==> config.mk <==
export PLATFORM = sky130hd
export DESIGN_NAME = vga_frame_scanner
export DESIGN_NICKNAME = d
export VERILOG_FILES = /design/src/rtl/vga_pkg.sv /design/src/rtl/vga_timing_gen.sv /design/src/rtl/vga_frame_scanner.sv
export SDC_FILE = /design/constraint.sdc
export NUM_CORES = 1
export LEC_CHECK = 0
export ABC_CLOCK_PERIOD_IN_PS = 2400
export CORE_AREA = 2 2 112 114
export DETAILED_ROUTE_END_ITERATION = 10
export DIE_AREA = 0 0 114 116
export HOLD_SLACK_MARGIN = 0.05
export MAX_ROUTING_LAYER = met4
export PLACE_DENSITY = 0.64
export REMOVE_ABC_BUFFERS = 1
export SLEW_MARGIN = 10
export SYNTH_ARGS = -nofsm -noshare
export SYNTH_HDL_FRONTEND = slang
export SYNTH_SLANG_ARGS = --single-unit
==> constraint.sdc <==
create_clock -name clk -period 2.4 [get_ports clk]
set_clock_uncertainty 0.2 [all_clocks]
set_input_delay 0.36 -clock clk [delete_from_list [all_inputs] [get_ports clk]]
set_output_delay 0.36 -clock clk [all_outputs]
set_load 0.1 [all_outputs]
==> src/rtl/vga_pkg.sv <==
// Shared VGA definitions: default 640x480@60 timing, pixel format selector,
// RGB triple and the colour-bar palette used by the optional test pattern.
package vga_pkg;
  localparam int DEF_H_ACTIVE = 640;
  localparam int DEF_H_FP     = 16;
  localparam int DEF_H_SYNC   = 96;
  localparam int DEF_H_BP     = 48;
  localparam int DEF_V_ACTIVE = 480;
  localparam int DEF_V_FP     = 10;
  localparam int DEF_V_SYNC   = 2;
  localparam int DEF_V_BP     = 33;

  typedef enum logic {CM_GRAY = 1'b0, CM_RGB = 1'b1} color_mode_e;

  typedef struct packed {
    logic [7:0] r;
    logic [7:0] g;
    logic [7:0] b;
  } rgb_t;

  // Index 0 is the leftmost bar: white, yellow, cyan, green, magenta, red, blue, black.
  localparam rgb_t [7:0] COLOR_BARS = '{
    24'h000000, 24'h0000FF, 24'hFF0000, 24'hFF00FF,
    24'h00FF00, 24'h00FFFF, 24'hFFFF00, 24'hFFFFFF
  };
endpackage

==> src/rtl/vga_timing_gen.sv <==
// Free-running VGA raster counters with raw (undelayed) syncs and visible flag.
module vga_timing_gen #(
  parameter int H_ACTIVE = 640,
  parameter int H_FP     = 16,
  parameter int H_SYNC   = 96,
  parameter int H_BP     = 48,
  parameter int V_ACTIVE = 480,
  parameter int V_FP     = 10,
  parameter int V_SYNC   = 2,
  parameter int V_BP     = 33,
  parameter int CW       = 10
) (
  input  logic          clk,
  input  logic          rst,
  output logic [CW-1:0] hc,
  output logic [CW-1:0] vc,
  output logic          hsync_n,
  output logic          vsync_n,
  output logic          visible,
  output logic          line_end,
  output logic          frame_first
);
  localparam int H_TOTAL = H_ACTIVE + H_FP + H_SYNC + H_BP;
  localparam int V_TOTAL = V_ACTIVE + V_FP + V_SYNC + V_BP;

  always_ff @(posedge clk) begin
    if (rst) begin
      hc <= '0;
      vc <= '0;
    end else if (line_end) begin
      hc <= '0;
      vc <= (vc == CW'(V_TOTAL - 1)) ? '0 : vc + 1'b1;
    end else begin
      hc <= hc + 1'b1;
    end
  end

  assign line_end    = (hc == CW'(H_TOTAL - 1));
  assign frame_first = (hc == '0) && (vc == '0);
  assign hsync_n = !((int'(hc) >= H_ACTIVE + H_FP) && (int'(hc) < H_ACTIVE + H_FP + H_SYNC));
  assign vsync_n = !((int'(vc) >= V_ACTIVE + V_FP) && (int'(vc) < V_ACTIVE + V_FP + V_SYNC));
  assign visible = (int'(hc) < H_ACTIVE) && (int'(vc) < V_ACTIVE);
endmodule

==> src/rtl/vga_frame_scanner.sv <==
// VGA scan-out: centred, pixel-replicated framebuffer reads aligned with delayed
// sync/blank. Define VGA_TEST_PATTERN_EN to add the colour-bar test_pat input.
module vga_frame_scanner
  import vga_pkg::*;
#(
  parameter int H_ACTIVE   = DEF_H_ACTIVE,
  parameter int H_FP       = DEF_H_FP,
  parameter int H_SYNC     = DEF_H_SYNC,
  parameter int H_BP       = DEF_H_BP,
  parameter int V_ACTIVE   = DEF_V_ACTIVE,
  parameter int V_FP       = DEF_V_FP,
  parameter int V_SYNC     = DEF_V_SYNC,
  parameter int V_BP       = DEF_V_BP,
  parameter int IMG_W      = 320,
  parameter int IMG_H      = 240,
  parameter int SCALE      = 2,
  parameter int COLOR_MODE = 0,
  parameter int RAM_LAT    = 1,
  parameter int ADDR_W     = 19,
  parameter logic [7:0] BG_LEVEL = 8'h00,
  localparam int PIX_W     = (COLOR_MODE == 1) ? 24 : 8
) (
  input  logic              clk,
  input  logic              rst,
`ifdef VGA_TEST_PATTERN_EN
  input  logic              test_pat,
`endif
  input  logic              buf_sel,
  output logic [ADDR_W-1:0] mem_addr,
  input  logic [PIX_W-1:0]  mem_rdata,
  output logic              vga_hsync,
  output logic              vga_vsync,
  output logic              sync_blank,
  output logic              sync_b,
  output logic [7:0]        red,
  output logic [7:0]        green,
  output logic [7:0]        blue,
  output logic              frame_start
);
  localparam int H_TOTAL = H_ACTIVE + H_FP + H_SYNC + H_BP;
  localparam int V_TOTAL = V_ACTIVE + V_FP + V_SYNC + V_BP;
  localparam int CW      = $clog2((H_TOTAL > V_TOTAL ? H_TOTAL : V_TOTAL) + 1);
  localparam int X0      = (H_ACTIVE - IMG_W * SCALE) / 2;
  localparam int X1      = X0 + IMG_W * SCALE;
  localparam int Y0      = (V_ACTIVE - IMG_H * SCALE) / 2;
  localparam int Y1      = Y0 + IMG_H * SCALE;
  localparam int STAGES  = RAM_LAT + 1;
  localparam int RW      = (SCALE > 1) ? $clog2(SCALE) : 1;
  localparam logic [RW-1:0]     RMAX   = RW'(SCALE - 1);
  localparam logic [ADDR_W-1:0] IMG_SZ = ADDR_W'(IMG_W * IMG_H);
  localparam logic [ADDR_W-1:0] ROW_W  = ADDR_W'(IMG_W);
  localparam color_mode_e CMODE = (COLOR_MODE == 1) ? CM_RGB : CM_GRAY;

  if (SCALE < 1)                    begin : g_bad_scale $fatal(1, "SCALE must be >= 1"); end
  if (IMG_W * SCALE > H_ACTIVE)     begin : g_bad_w     $fatal(1, "IMG_W*SCALE exceeds H_ACTIVE"); end
  if (IMG_H * SCALE > V_ACTIVE)     begin : g_bad_h     $fatal(1, "IMG_H*SCALE exceeds V_ACTIVE"); end
  if (longint'(2) * IMG_W * IMG_H > (longint'(1) << ADDR_W))
                                    begin : g_bad_a     $fatal(1, "two image buffers exceed ADDR_W"); end
  if (RAM_LAT < 1 || RAM_LAT > 4)   begin : g_bad_lat   $fatal(1, "RAM_LAT must be 1..4"); end

  typedef struct packed {
    logic       hs_n;
    logic       vs_n;
    logic       vis;
    logic       win;
    logic       fs;
`ifdef VGA_TEST_PATTERN_EN
    logic       pat;
    logic [2:0] bar;
`endif
  } ctl_t;

  localparam ctl_t CTL_IDLE = '{hs_n: 1'b1, vs_n: 1'b1, default: '0};

  logic [CW-1:0]     hc, vc;
  logic              hsync_n, vsync_n, visible, line_end, frame_first;
  logic              in_rows, in_win, at_x0;
  logic              buf_q, buf_now;
  logic [ADDR_W-1:0] row_start, row_cur;
  logic [RW-1:0]     x_rep, y_rep;
  ctl_t              ctl_s0, out_c;
  ctl_t              ctl_pipe [STAGES:1];
  rgb_t              mem_pix, pix;

  vga_timing_gen #(
    .H_ACTIVE(H_ACTIVE), .H_FP(H_FP), .H_SYNC(H_SYNC), .H_BP(H_BP),
    .V_ACTIVE(V_ACTIVE), .V_FP(V_FP), .V_SYNC(V_SYNC), .V_BP(V_BP), .CW(CW)
  ) u_tgen (
    .clk(clk), .rst(rst), .hc(hc), .vc(vc), .hsync_n(hsync_n), .vsync_n(vsync_n),
    .visible(visible), .line_end(line_end), .frame_first(frame_first)
  );

  assign in_rows = (int'(vc) >= Y0) && (int'(vc) < Y1);
  assign in_win  = in_rows && (int'(hc) >= X0) && (int'(hc) < X1);
  assign at_x0   = (int'(hc) == X0);
  // The frame-start cycle must already see the newly selected buffer when X0=Y0=0.
  assign buf_now = frame_first ? buf_sel : buf_q;
  assign row_cur = frame_first ? (buf_now ? IMG_SZ : '0) : row_start;

  always_ff @(posedge clk) begin
    if (rst) begin
      buf_q     <= 1'b0;
      row_start <= '0;
      y_rep     <= '0;
      x_rep     <= '0;
      mem_addr  <= '0;
    end else begin
      buf_q <= buf_now;
      if (frame_first) begin
        row_start <= row_cur;
        y_rep     <= '0;
      end else if (line_end && in_rows) begin
        if (y_rep == RMAX) begin
          row_start <= row_start + ROW_W;
          y_rep     <= '0;
        end else begin
          y_rep <= y_rep + 1'b1;
        end
      end
      if (in_win) begin
        if (at_x0) begin
          mem_addr <= row_cur;
          x_rep    <= '0;
        end else if (x_rep == RMAX) begin
          mem_addr <= mem_addr + 1'b1;
          x_rep    <= '0;
        end else begin
          x_rep <= x_rep + 1'b1;
        end
      end
    end
  end

`ifdef VGA_TEST_PATTERN_EN
  localparam int BAR_W = H_ACTIVE / 8;
  logic          pat_q, pat_now;
  logic [CW-1:0] bar_px;
  logic [2:0]    bar_idx;

  assign pat_now = frame_first ? test_pat : pat_q;

  // Bar index tracks hc/BAR_W incrementally so no divider is needed.
  always_ff @(posedge clk) begin
    if (rst) begin
      pat_q   <= 1'b0;
      bar_px  <= '0;
      bar_idx <= '0;
    end else begin
      pat_q <= pat_now;
      if (line_end) begin
        bar_px  <= '0;
        bar_idx <= '0;
      end else if (bar_px == CW'(BAR_W - 1)) begin
        bar_px  <= '0;
        bar_idx <= bar_idx + 1'b1;
      end else begin
        bar_px <= bar_px + 1'b1;
      end
    end
  end
`endif

  always_comb begin
    ctl_s0      = CTL_IDLE;
    ctl_s0.hs_n = hsync_n;
    ctl_s0.vs_n = vsync_n;
    ctl_s0.vis  = visible;
    ctl_s0.win  = in_win;
    ctl_s0.fs   = frame_first;
`ifdef VGA_TEST_PATTERN_EN
    ctl_s0.pat  = pat_now;
    ctl_s0.bar  = bar_idx;
`endif
  end

  // Control rides alongside the address so it meets mem_rdata in the same cycle.
  always_ff @(posedge clk) begin
    if (rst) begin
      for (int i = 1; i <= STAGES; i++) ctl_pipe[i] <= CTL_IDLE;
    end else begin
      ctl_pipe[1] <= ctl_s0;
      for (int i = 2; i <= STAGES; i++) ctl_pipe[i] <= ctl_pipe[i-1];
    end
  end

  assign out_c = ctl_pipe[STAGES];

  if (CMODE == CM_RGB) begin : g_rgb
    assign mem_pix = mem_rdata;
  end else begin : g_gray
    assign mem_pix = {mem_rdata, mem_rdata, mem_rdata};
  end

  always_comb begin
    pix = '0;
    if (out_c.vis) begin
      if (!out_c.win) begin
        pix = {BG_LEVEL, BG_LEVEL, BG_LEVEL};
      end else begin
`ifdef VGA_TEST_PATTERN_EN
        pix = out_c.pat ? COLOR_BARS[out_c.bar] : mem_pix;
`else
        pix = mem_pix;
`endif
      end
    end
  end

  always_ff @(posedge clk) begin
    if (rst) begin
      vga_hsync   <= 1'b1;
      vga_vsync   <= 1'b1;
      sync_blank  <= 1'b0;
      red         <= '0;
      green       <= '0;
      blue        <= '0;
      frame_start <= 1'b0;
    end else begin
      vga_hsync   <= out_c.hs_n;
      vga_vsync   <= out_c.vs_n;
      sync_blank  <= out_c.vis;
      red         <= pix.r;
      green       <= pix.g;
      blue        <= pix.b;
      frame_start <= out_c.fs;
    end
  end

  assign sync_b = 1'b0;
endmodule

==> implementation parameters <==
Parameter                              Value

CTS
  Worst-skew pair later-pin latency ... 0.33 ns
  TritonCTS clock tree ... yes
  CTS Hold Buffers Added ... 0
  Clock root buffer ... sky130_fd_sc_hd__clkbuf_16
  Depth of the CTS H-tree ... 3
  Clock edge transition at the registers on the reported setup and hold paths ... 0.06 ns
  Total CTS buffers ... 9
  Maximum buffer depth of the clock tree ... 2
  Number of sinks handled by clock tree synthesis ... 80

STA
  Maximum clock frequency ... roughly 430 MHz
  Post-route worst hold slack ... 0.2058 ns
  Final slew viol count ... 0
  Actual transition at the worst max-transition pin ... 0.5866 ns
  Final worst slack ... a little over 0.09 ns
  Shortest clock period the worst path allows after layout ... around 2.3 ns
  Final setup violation count ... 0
  Max-Slew Margin vs Limit ... 60.90%
  Final-report hold violation count ... 0
  Share of the clock period used by the worst path ... between 90% and 100%

Global route
  Met3 usage ... about 4.0%
  Met1 Track Usage GR ... 18.77%
  Largest net degree at the start of global routing ... 37
  Antenna violations before repair ... 0
  Combined global-route utilization of all metal layers ... 14.78%
  Grt peak-use layer ... met2
  Global-route wire length before repair ... ~15 mm
  Global route overflow ... 0
  GR Layer Usage met2 ... 22.98%
  Via count of the first global-routing pass ... around 3200

Place
  HPWL Detailed ... 6.591 mm
  Count of port buffers added during placement ... 57
  Worst setup timing slack at the placement stage ... 0.06638 ns
  Weighted congestion at the end of routability-driven global placement ... roughly 0.9
  Area of placed instances ... 4390 sq um

Synth
  Syn Std Cell Area ... 3779 sq um
  Post-synthesis area per instance ... 8.510 sq um
  Sequential-to-total area share from yosys stat ... between 40% and 50%
  Synth Register Bits ... 80
  Number of synthesis warnings ... 0
  EDFF count, synth ... 0
  Post-Synthesis Cells ... 444
  Prevailing post-synth register cell ... sky130_fd_sc_hd__dfxtp_1
  Share of flip-flops with an asynchronous set or reset after synthesis ... 0%
  Number of distinct library cells after synthesis ... 54

Finish
  Synth-to-Final Area Change ... 25.83%
  Number of inserted diodes ... 0
  Highest-count cells in the layout ignoring fill and taps ... sky130_fd_sc_hd__dfxtp_1 (80), sky130_fd_sc_hd__buf_4 (68), sky130_fd_sc_hd__nor2_1 (48)
  Layout cells sized above 1 ... 20.96%
  Cell area after layout ... 4755 sq um
  Total number of nets in the final design ... 513
  Filler cell count in the final layout ... 1188
  Commonest non-fill, non-tap cell in the layout ... sky130_fd_sc_hd__dfxtp_1
  Final core utilization ... roughly 40%

Drt
  DR DRC count ... 0
  Router iterations before antenna repair ... 4
  Detailed-route wire length per cell ... between 10 and 15 um
  Final Routed Wirelength ... 9.292 mm
  DR vias/cell ... 5.103
  Detailed Route Iter0 Violations ... 225
  Post-detailed-route count of antenna-violating nets ... 0
  Detailed-route via count ... about 3300

Min path
  Worst hold stages ... 1
  Worst min-delay path class ... reg -> reg
  Endpoint of the worst hold-timing path ... vga_hsync$_SDFF_PP1_
  Hold path startpoint ... ctl_pipe[2][4]$_SDFF_PP1_

Worst setup path
  R2r startpoint ... u_tgen.vc[4]$_SDFFE_PP0N_
  Worst Setup Path Type ... reg -> reg
  Standard cell with the maximum stage delay on the critical path ... sky130_fd_sc_hd__or4_4
  Largest fanout on the critical path ... 6
  Most numerous cell on the critical path ... sky130_fd_sc_hd__or4_4
  Cell count of the worst reg-to-reg path ... 5
  Critical Path RT ... between 2 and 2.5 ns
  R2r endpoint ... mem_addr[11]$_SDFFE_PP0P_
  List of cells traversed by the critical path ... or4_4, or4_4, nor2_8, a222oi_1, a211oi_1
  Longest individual stage delay on the worst path ... around 0.58 ns
  WP data arrival ... around 2.4 ns
  Startpoint Class ... flip-flop
  Endpoint kind of the worst setup timing path ... flip-flop
  Worst setup slack for register-to-register paths ... 0.09 ns

Pwr
  Pleak ... ~1.9 nW
  Pwr dens ... 761.1 nW/um^2
  Worst supply voltage drop on vdd ... 0.3365 mV

Die
  Overall die height ... 116 um
  Initial standard-cell utilization of the core ... between 30% and 40%
  Die area ... 13220 sq um
  Die Span X ... 114 um
  FP Rows ... 40
  I/O Pins ... 59
  Floorplan Core Area ... 11910 sq um

Run
  Max_cap viols ... 0

Outcome
  Outcome ... finished, final reports clean
[worst max path at each step]
stage,startpoint,to,slack (ns),depth (start not counted)
final,u_tgen.vc[4]$_SDFFE_PP0N_,mem_addr[11]$_SDFFE_PP0P_,0.09,5
after detailed placement,u_tgen.hc[0]$_SDFF_PP0_,row_start[13]$_SDFFE_PP0P_,0.07,7
after global routing,u_tgen.hc[4]$_SDFF_PP0_,mem_addr[11]$_SDFFE_PP0P_,-0.02,5
after CTS,u_tgen.hc[0]$_SDFF_PP0_,row_start[13]$_SDFFE_PP0P_,0.05,7
after global placement,u_tgen.vc[4]$_SDFFE_PP0N_,mem_addr[15]$_SDFFE_PP0P_,0.17,5
after floorplan,blue[0]$_SDFF_PP0_,blue[0],-0.36,0
[timing repair]
item                       in CTS  in global routing
gates resized for setup         0                  3
setup endpoints to repair       0                 29
setup buffers                   0                  0
[kinds of logic (layout without fill, tap and decap cells)]
kind of cell / count (synthesis) / after routing / share of synthesized area, %
AOI/OAI and AO/OA: 69 / 69 / 12.09
xor gates and xnor gates: 30 / 30 / 6.954
adders and majority gates: 6 / 6 / 1.987
buffers and inverters: 50 / 107 / 6.987
DFF: 80 / 80 / 42.38
muxes: 1 / 1 / 0.2980
other: 1 / 1 / 0.09924
and+or+nand+nor: 207 / 207 / 29.21
[through the flow]
stage	std cells	setup TNS, ns	power, mW
global placement	632	0	2.027
floorplan	405	-10.01	1.842
detailed placement	632	0	2.033
CTS	648	0	3.656
global route	648	-0.03062	3.756
finish	648	0	3.619
[layer usage]
| metal | wire length (um) | part of all wire (%) |
|---|---|---|
| met5 | 0 | 0 |
| met2 | 4345 | 47 |
| met3 | 420 | 4.5 |
| met4 | 159 | 1.7 |
| met1 | 4366 | 47 |
[power breakdown]
group	internal [mW]	switching [mW]	leakage, nW
clock	1.05	0.559	0.169
sequential	1.37	0.0459	0.650
combinational	0.177	0.417	1.05
total	2.60	1.02	1.87
[synthesized netlist by cell type (4+ instances only)]
| cell type | instances | area (sq um) |
|---|---|---|
| sky130_fd_sc_hd__dfxtp_1 | 80 | 1602 |
| sky130_fd_sc_hd__nor2_1 | 48 | 180.2 |
| sky130_fd_sc_hd__nand2_1 | 33 | 123.9 |
| sky130_fd_sc_hd__a21oi_1 | 23 | 115.1 |
| sky130_fd_sc_hd__nand3_1 | 23 | 115.1 |
| sky130_fd_sc_hd__nor3_1 | 19 | 95.09 |
| sky130_fd_sc_hd__and2_1 | 17 | 106.4 |
| sky130_fd_sc_hd__buf_4 | 17 | 127.6 |
| sky130_fd_sc_hd__xnor2_1 | 17 | 148.9 |
| sky130_fd_sc_hd__nand4_1 | 15 | 93.84 |
| sky130_fd_sc_hd__and3_1 | 13 | 81.33 |
| sky130_fd_sc_hd__clkbuf_1 | 13 | 48.80 |
| sky130_fd_sc_hd__xor2_1 | 13 | 113.9 |
| sky130_fd_sc_hd__inv_1 | 11 | 41.29 |
| sky130_fd_sc_hd__o21ai_0 | 9 | 45.04 |
| sky130_fd_sc_hd__or2_2 | 7 | 43.79 |
| sky130_fd_sc_hd__a211oi_1 | 6 | 45.04 |
| sky130_fd_sc_hd__ha_1 | 6 | 75.07 |
| sky130_fd_sc_hd__nor4_1 | 6 | 37.54 |
| sky130_fd_sc_hd__a21o_1 | 4 | 30.03 |
| sky130_fd_sc_hd__and4_1 | 4 | 35.03 |
| sky130_fd_sc_hd__buf_1 | 4 | 15.01 |
| sky130_fd_sc_hd__buf_2 | 4 | 20.02 |
| sky130_fd_sc_hd__nor2b_1 | 4 | 25.02 |
| sky130_fd_sc_hd__o21a_1 | 4 | 30.03 |
[cell type report]
cell class              count  area, sq um  share of cell area [%]
flip-flops and latches     80         1602                   33.68
inverters                  11        41.29                  0.8684
clock inverters             6        115.1                   2.421
multi-input cells         314         1923                   40.45
well taps                 147        183.9                   3.868
repair buffers             80        650.6                   13.68
clock buffers              10        239.0                   5.026
[registers in the layout (all words and copies together) (netlist names)]
register	flops
sync_blank	1
y_rep	1
row_start	19
blue	8
frame_start	1
vga_vsync	1
x_rep	1
ctl_pipe	8
mem_addr	19
vga_hsync	1
u_tgen.hc	10
u_tgen.vc	10
[critical path, delay by kind of cell, from the launching register on]
kind | cells | cell delay [ns]
AND/OR/NAND/NOR | 3 | 1.30
flip-flops | 1 | 0.34
AO/OA/AOI/OAI | 2 | 0.38
Power figures use the tool's default switching activity.
